$ cat src/rtl/vector_op_arbiter.sv
// Two per-requester op FIFOs feeding one coprocessor op interface. Round-robin grant,
// one op in flight, op held stable until the valid/ready handshake.
module vector_op_arbiter #(
  parameter int unsigned FIFO_DEPTH = 4
) (
  input  logic        vsi_clk,
  input  logic        vsi_rst_n,
  input  logic [31:0] req0_op,
  input  logic        req0_lmul,
  input  logic        req0_sew,
  input  logic        req0_valid,
  output logic        req0_ready,
  output logic        req0_done,
  input  logic [31:0] req1_op,
  input  logic        req1_lmul,
  input  logic        req1_sew,
  input  logic        req1_valid,
  output logic        req1_ready,
  output logic        req1_done,
  output logic [31:0] cop_op,
  output logic        cop_lmul,
  output logic        cop_sew,
  output logic        cop_valid,
  input  logic        cop_ready,
  input  logic        cop_idle,
  output logic        grant_id,
  output logic        arb_idle
);
  localparam int unsigned PW = (FIFO_DEPTH > 1) ? $clog2(FIFO_DEPTH) : 1;
  localparam int unsigned CW = PW + 1;
  localparam logic [CW-1:0] FULL = CW'(FIFO_DEPTH);

  typedef enum logic {ARB_IDLE, ARB_BUSY} state_e;
  state_e state_q, state_d;

  logic [33:0] wdata [2];
  logic [33:0] head  [2];
  logic [1:0]  valid_in, push, pop, nonempty, ready;

  logic [31:0] cop_op_q, cop_op_d;
  logic        cop_lmul_q, cop_lmul_d;
  logic        cop_sew_q, cop_sew_d;
  logic        cop_valid_q, cop_valid_d;
  logic        grant_q, grant_d;
  logic        last_q, last_d;
  logic        complete;
  logic        win;

  assign wdata[0] = {req0_op, req0_lmul, req0_sew};
  assign wdata[1] = {req1_op, req1_lmul, req1_sew};
  assign valid_in = {req1_valid, req0_valid};
  assign push     = valid_in & ready;

  for (genvar g = 0; g < 2; g++) begin : g_fifo
    logic [33:0]   mem_q [FIFO_DEPTH];
    logic [PW-1:0] wptr_q, rptr_q;
    logic [CW-1:0] cnt_q;

    assign ready[g]    = (cnt_q != FULL);
    assign nonempty[g] = (cnt_q != '0);
    assign head[g]     = mem_q[rptr_q];

    // Storage carries no reset; emptiness is defined by the count alone.
    always_ff @(posedge vsi_clk) begin
      if (push[g]) mem_q[wptr_q] <= wdata[g];
    end

    always_ff @(posedge vsi_clk or negedge vsi_rst_n) begin
      if (!vsi_rst_n) begin
        wptr_q <= '0;
        rptr_q <= '0;
        cnt_q  <= '0;
      end else begin
        if (push[g]) wptr_q <= wptr_q + 1'b1;
        if (pop[g])  rptr_q <= rptr_q + 1'b1;
        case ({push[g], pop[g]})
          2'b10:   cnt_q <= cnt_q + 1'b1;
          2'b01:   cnt_q <= cnt_q - 1'b1;
          default: cnt_q <= cnt_q;
        endcase
      end
    end
  end

  assign complete = (state_q == ARB_BUSY) && cop_valid_q && cop_ready;

  always_comb begin
    state_d     = state_q;
    cop_op_d    = cop_op_q;
    cop_lmul_d  = cop_lmul_q;
    cop_sew_d   = cop_sew_q;
    cop_valid_d = cop_valid_q;
    grant_d     = grant_q;
    last_d      = last_q;
    win         = 1'b0;
    pop         = '0;
    case (state_q)
      ARB_IDLE: begin
        if (cop_idle && (nonempty != 2'b00)) begin
          // Tie goes to whoever did not win last; otherwise the only non-empty side.
          win = (&nonempty) ? ~last_q : ~nonempty[0];
          {cop_op_d, cop_lmul_d, cop_sew_d} = head[win];
          cop_valid_d = 1'b1;
          grant_d     = win;
          last_d      = win;
          state_d     = ARB_BUSY;
        end
      end
      ARB_BUSY: begin
        if (complete) begin
          pop[grant_q] = 1'b1;
          cop_valid_d  = 1'b0;
          state_d      = ARB_IDLE;
        end
      end
      default: state_d = ARB_IDLE;
    endcase
  end

  always_ff @(posedge vsi_clk or negedge vsi_rst_n) begin
    if (!vsi_rst_n) begin
      state_q     <= ARB_IDLE;
      cop_op_q    <= '0;
      cop_lmul_q  <= 1'b0;
      cop_sew_q   <= 1'b0;
      cop_valid_q <= 1'b0;
      grant_q     <= 1'b0;
      last_q      <= 1'b1;
    end else begin
      state_q     <= state_d;
      cop_op_q    <= cop_op_d;
      cop_lmul_q  <= cop_lmul_d;
      cop_sew_q   <= cop_sew_d;
      cop_valid_q <= cop_valid_d;
      grant_q     <= grant_d;
      last_q      <= last_d;
    end
  end

  assign req0_ready = ready[0];
  assign req1_ready = ready[1];
  assign req0_done  = complete & ~grant_q;
  assign req1_done  = complete & grant_q;
  assign cop_op     = cop_op_q;
  assign cop_lmul   = cop_lmul_q;
  assign cop_sew    = cop_sew_q;
  assign cop_valid  = cop_valid_q;
  assign grant_id   = grant_q;
  assign arb_idle   = (nonempty == 2'b00) && !cop_valid_q;

endmodule

$ cat config.mk
export PLATFORM = sky130hd
export DESIGN_NAME = vector_op_arbiter
export DESIGN_NICKNAME = d
export VERILOG_FILES = /design/src/rtl/vector_op_arbiter.sv
export SDC_FILE = /design/constraint.sdc
export NUM_CORES = 1
export LEC_CHECK = 0
export CORE_MARGIN = 2
export CORE_UTILIZATION = 30
export CTS_CLUSTER_DIAMETER = 100
export DETAILED_ROUTE_END_ITERATION = 10
export PLACE_DENSITY = 0.58
export SYNTH_ARGS = -nofsm -noshare
export SYNTH_HDL_FRONTEND = slang
export SYNTH_SLANG_ARGS = --single-unit
export TNS_END_PERCENT = 10
$ cat constraint.sdc
create_clock -name vsi_clk -period 1.9 [get_ports vsi_clk]
set_input_delay 0.38 -clock vsi_clk [delete_from_list [all_inputs] [get_ports vsi_clk]]
set_output_delay 0.38 -clock vsi_clk [all_outputs]
set_load 0.005 [all_outputs]
==> metrics.yaml, run 1 <==
min_path:
  hp-class: "in2async"
yosys:
  yosysMostFrequentCell: "edfxtp_1"
  synth_fa_ha_area_frac: 0.0132
  synthDistinctLibCells: 28
  synth_xor_area_frac: 0.00840
  ys_warn_count: 0
  synth-seq-cells: 324
  syn_inst: 590
  synth.mux.area_fraction: 0.161
  ys.flop_type: "edfxtp_1"
  synth_area_um2: 12500
  syn_avg_cell_area_um2: 21.2
  synth_top_family_by_area: "multiplexers"
  ys_top_cells_by_count: "edfxtp_1 (272), dfrtp_1 (51), mux4_2 (48), nor2_1 (40), a21oi_1 (35)"
  synthTopCellsByArea: "edfxtp_1 (65%), dfrtp_1 (10%), mux4_2 (8.6%), mux4_1 (4.2%), mux2i_1 (2.7%)"
  synth_top_cell_by_area: "edfxtp_1"
  synth_compound_area_frac: 0.0159
  synthArstFlopShare: 0.160
  synth_top_area_share: 0.653
  synth_fp_nets: 676
  synth-edff-count: 272
  yosys.area_share.simple: 0.0245
  seq_area_frac_synth: 0.757
sta:
  skew_ns: 0.0169
  fmax_ghz: 0.522
  fin_setup_tns_ns: -0.0261
  setup_ws_ns: -0.0175
  slew_headroom: 0.666
  slew_viol_final: 0
  final_hold_viol_count: 0
  rsz0062_at_grt: "true"
  finalSetupViolCount: 2
  period_share: 1.01
  max_slew.worst_pin.slew_ns: 0.501
  period_needed_ns: 1.92
clock_network:
  cts_inserted_buffers: 36
  ctsLongestPathBuffers: 3
  cts_root_buffer: "clkbuf_16"
  numClockSinks: 324
  cts.reportedPaths.clkPinSlew_ns: 0.06
  cts.htree.levels: 2
  clk_latency_ns: 0.53
  cts_tree: "done"
route:
  post_drt_via_cell_ratio: 4.52
  drt-total-wl_um: 27000
  wl_per_cell_um: 20.2
  firstDrtPassIters: 4
  drt_iter0_markers: 351
  vias: 6022
  drc: 0
  postRouteAntennaNets: 0
setup_path:
  cp-endpoint: "arb_idle"
  rrSetupSlack_ns: 0.04
  crit_path_start: "g_fifo[1].cnt_q[2]"
  rr_startpoint: "g_fifo[1].cnt_q[0]"
  cp_cell_sequence: "buf_6 > nor3_4 > nand2_1 > nor2_1 > buf_2"
  critPathMaxStageDelay_ns: 0.39
  cp_data_arrival_time_ns: 1.54
  critical_path.slowest_cell: "dfrtp_1"
  cp.required_ns: 1.52
  startpoint_type: "flip-flop"
  reg2reg_to: "g_fifo[1].cnt_q[1]"
  cp-end-kind: "output pin"
  crit_type: "reg2out"
  crit_fanout: 2
  ff2ff_path_depth: 7
grt:
  antenna_found_initial: 1
  first_global_vias: 6466
  grt_pass1_wl_um: 40600
  track_usage: 0.127
  grt-ovfl-total: 0
  grt_max_degree: 37
floorplanning:
  coreArea_um2: 41000
  start_util: 0.305
  die_w_um: 208
  die_y_um: 208
  io_pins: 115
  die_area_um2: 43400
  std_cell_rows: 74
placement:
  dp_hpwl_um: 17700
  gp_congestion: 0.738
  placed_area_um2: 14900
  io_buffers: 114
run_status:
  violations: "setup timing"
  status: "finished, violations left"
finish:
  fillerInstances: 3686
  diodes: 0
  final_nets: 861
  design_area_um2: 16100
  syn2layout_area_growth_pct: 28.7
  final_layout_size_suffix_gt1_frac: 0.238
power_and_ir_drop:
  vdd_drop_max_mv: 0.875
  p_leak_uw: 0.00560
  powerDensity_nw_per_um2: 1580
job:
  max_cap_viol_count: 0
[cells by family (layout without fill, tap and decap cells)]
group / count (synthesis) / after routing
flip-flops: 324 / 324
AND/OR/NAND/NOR: 63 / 63
buffers and inverters: 33 / 243
multiplexers: 108 / 108
AO/OA/AOI/OAI: 38 / 38
adder cells (fa/ha/maj): 12 / 12
XOR/XNOR: 12 / 12
[flip-flops by register name (all words and copies together) (netlist names)]
register       flops
g_fifo.mem_q     272
cop_op            32
g_fifo.cnt_q       6
g_fifo.rptr_q      4
g_fifo.wptr_q      4
cop_lmul           1
cop_sew            1
cop_valid          1
grant_id           1
last_q             1
state_q            1
[power breakdown]
group          switching (µW)  internal (µW)  total (µW)
logic                    3910           4420        8330
registers                 614           9590       10200
clock network            2740           4150        6900
total                    7270          18200       25400
[critical path, delay by kind of cell, from the launching register on]
kind                   cells  cell delay [ns]
AND/OR/NAND/NOR            3             0.37
flip-flops                 1             0.39
buffers and inverters      2             0.25
[metal layers]
layer / share of wire / GRT usage
met5: 0.00059 / 0
met2: 0.46 / 0.198
met1: 0.47 / 0.177
met3: 0.048 / 0.0294
met4: 0.018 / 0.0397
[worst min-delay path by stage]
stage / startpoint / end / slack [ns] / cells past startpoint
2_1_floorplan: vsi_rst_n / cop_lmul / 0.08 / 0
3_3_place_gp: vsi_rst_n / cop_lmul / 0.38 / 1
3_5_place_dp: vsi_rst_n / cop_lmul / 0.38 / 1
4_1_cts: vsi_rst_n / cop_lmul / 0.35 / 2
5_1_grt: vsi_rst_n / cop_lmul / 0.37 / 2
6_report: vsi_rst_n / cop_lmul / 0.36 / 2
[cell usage in the layout (no fill, tap or decap), types with 2 or more instances in the layout]
| master | instances |
|---|---|
| dlygate4sd2_1 | 3 |
| clkbuf_16 | 37 |
| edfxtp_1 | 272 |
| clkdlybuf4s50_1 | 107 |
| nand2_1 | 6 |
| xnor2_1 | 8 |
| clkinv_4 | 3 |
| clkinv_1 | 7 |
| dfrtp_1 | 45 |
| clkbuf_1 | 6 |
| ha_2 | 2 |
| inv_1 | 6 |
| nor2_1 | 40 |
| mux4_2 | 48 |
| buf_2 | 2 |
| mux2i_1 | 34 |
| a21oi_1 | 35 |
| clkinvlp_4 | 2 |
| and3_2 | 8 |
| mux2_2 | 6 |
| xor2_1 | 4 |
| buf_6 | 3 |
| mux4_1 | 20 |
| dfrtp_2 | 6 |
| and4_1 | 2 |
| ha_1 | 8 |
| buf_4 | 28 |
| bufinv_16 | 4 |
| buf_12 | 28 |
| clkinv_2 | 2 |
| nor3_4 | 2 |
[area by class of cell]
class / count / area (µm²) / area share
tap: 532 / 666 / 0.0413
clock buffer: 44 / 962 / 0.0597
inverter: 6 / 22.5 / 0.00140
timing repair buffer: 174 / 1940 / 0.120
sequential: 324 / 9480 / 0.588
clock inverter: 19 / 206 / 0.0128
multi-input combinational: 233 / 2830 / 0.176
[through the flow]
step | power, µW | instances | worst slack [ns] | hold slack [ns] | util
6_report | 25400 | 1332 | -0.0175 | 0.357 | 0.393
5_1_grt | 26900 | 1332 | -0.109 | 0.374 | 0.393
4_1_cts | 25800 | 1330 | -0.0515 | 0.347 | 0.392
3_5_place_dp | 18800 | 1262 | -0.372 | 0.383 | 0.362
3_3_place_gp | 18700 | 1262 | -0.331 | 0.376 | 0.362
2_1_floorplan | 15200 | 590 | -0.0292 | 0.0844 | -
[repair_timing]
item | 4_1_cts | 5_1_grt
hold endpoints to repair | 13 | 0
resized for setup | 16 | 6
hold buffers | 1 | 0
endpoints found under the setup margin | 6 | 8
setup buffers | 4 | 2
pin swaps | 4 | 2
(Power assumes the default switching activity.)
==> run 2, diff against run 1 <==
CTS_CLUSTER_SIZE = 24   (was not set)
PLACE_DENSITY = 0.56   (was 0.58)
clock period = 2 ns   (was 1.9 ns; I/O delays follow)
==> metrics.yaml, run 2 (same netlist as run 1, synthesis figures left out) <==
run_status:
  status: "finished, final reports clean"
clock_network:
  cts.htree.levels: 1
  numClockSinks: 324
  ctsLongestPathBuffers: 3
  clk_latency_ns: 0.52
  cts_tree: "done"
  cts_root_buffer: "clkbuf_16"
  cts.reportedPaths.clkPinSlew_ns: 0.09
  cts_inserted_buffers: 17
sta:
  final_hold_viol_count: 0
  finalSetupViolCount: 0
  rsz0062_at_grt: "true"
  setup_ws_ns: 0.0979
  slew_headroom: 0.624
  max_slew.worst_pin.slew_ns: 0.564
  fmax_ghz: 0.526
  period_share: 0.951
  slew_viol_final: 0
  fin_setup_tns_ns: 0
  whs_ns: 0.418
  skew_ns: 0.0347
  period_needed_ns: 1.90
placement:
  placed_area_um2: 14700
  dpl_worst_slack_ns: -0.246
  io_buffers: 114
  dp_hpwl_um: 17600
  gp_congestion: 0.718
finish:
  design_area_um2: 15300
  syn2layout_area_growth_pct: 22.3
  final_layout_size_suffix_gt1_frac: 0.195
  fillerInstances: 3762
  final_nets: 829
  top_register: "g_fifo.mem_q"
  final_cell_mix: "edfxtp_1 (272), clkdlybuf4s50_1 (108), mux4_2 (48)"
  layout_commonest_cell: "edfxtp_1"
  largest_register_ffs: 272
  diodes: 0
setup_path:
  cp.required_ns: 1.60
  startpoint_type: "flip-flop"
  crit_fanout: 5
  cp_data_arrival_time_ns: 1.50
  cp-end-kind: "output pin"
  crit_type: "reg2out"
  rrSetupSlack_ns: 0.11
min_path:
  hp-class: "in2async"
floorplanning:
  io_pins: 115
  start_util: 0.305
  std_cell_rows: 74
  die_area_um2: 43400
  coreArea_um2: 41000
  die_w_um: 208
  die_y_um: 208
power_and_ir_drop:
  p_sw_uw: 6350
  pwr-share-comb: 0.364
  clkPwrFrac: 0.176
  vdd_drop_max_mv: 0.623
  powerDensity_nw_per_um2: 1380
  p_seq_frac: 0.460
  sw_frac_of_total: 0.301
  p_leak_uw: 0.00520
  internal_power_uw: 14800
route:
  drt-total-wl_um: 27000
  vias: 5964
  drt_iter0_markers: 446
  firstDrtPassIters: 6
  drc: 0
  post_drt_via_cell_ratio: 4.64
  wl_per_cell_um: 21.0
  postRouteAntennaNets: 0
job:
  max_cap_viol_count: 0
grt:
  antenna_found_initial: 4
  track_usage: 0.124
  grt-ovfl-total: 0
  grt_max_degree: 53
  grt_pass1_wl_um: 40100
  first_global_vias: 6211
-- run 2: changes by cell type in the layout (fill, tap and decap cells not counted), sizes merged --
cell           change
buf               -14
bufinv             -4
clkbuf            -16
clkdlybuf4s15      +1
clkdlybuf4s50      +1
clkinv            -11
clkinvlp           -2
dlygate4sd2        -1
-- run 2: per-stage QoR --
stage | utilization | cells | power (µW)
detailed placement | 0.359 | 1250 | 17700
finish | 0.373 | 1286 | 21100
global placement | 0.359 | 1250 | 17600
CTS | 0.373 | 1285 | 21500
global route | 0.373 | 1286 | 22300
floorplan | - | 590 | 14400
-- run 2: layout make-up --
cell class	count	area [µm²]	area share
sequential	324	9480	0.620
multi-input combinational	233	2830	0.185
timing repair buffer	161	1800	0.118
tap	532	666	0.0435
clock buffer	28	467	0.0305
clock inverter	2	25.0	0.00164
inverter	6	22.5	0.00147
-- run 2: routing by layer --
layer,vias up,share of wire,global-route usage
met5,-,0.0019,0
met3,31,0.053,0.0288
met1,3120,0.46,0.172
li1,2679,-,-
met2,126,0.47,0.202
met4,8,0.015,0.0213
-- run 2: worst paths after layout --
check | end | cells after the start | from
min reg2reg | cop_op[25] | 2 | cop_op[25]
min in group vsi_clk | g_fifo[0].mem_q[2][23] | 1 | req0_op[21]
max | req0_ready | 4 | g_fifo[0].cnt_q[2]
max reg2reg | g_fifo[0].cnt_q[2] | 9 | g_fifo[0].cnt_q[2]
min | g_fifo[1].rptr_q[0] | 3 | vsi_rst_n
max in group asynchronous | g_fifo[0].rptr_q[0] | 3 | vsi_rst_n
-- run 2: timing repair --
item                                    CTS  global route
endpoints found under the setup margin    5             4
hold buffers                              1             0
hold endpoints to repair                 41             0
pin swaps                                 2             3
resized for setup                        11             9
buffers inserted                          4             1
-- run 2: power groups by stage --
stage	Clock [µW]	Sequential, µW	Combinational (µW)
2_1_floorplan	0	9750	4660
3_3_place_gp	0	9830	7750
3_5_place_dp	0	9880	7790
4_1_cts	3860	9730	7860
5_1_grt	4090	9870	8340
6_report	3720	9700	7690
-- run 2: worst max-delay path: stages (launching register included) --
cell and delay, ns:
dfrtp_2 0.44, buf_4 0.15, nand2_1 0.08, buf_6 0.13
clkdlybuf4s15_1 0.20
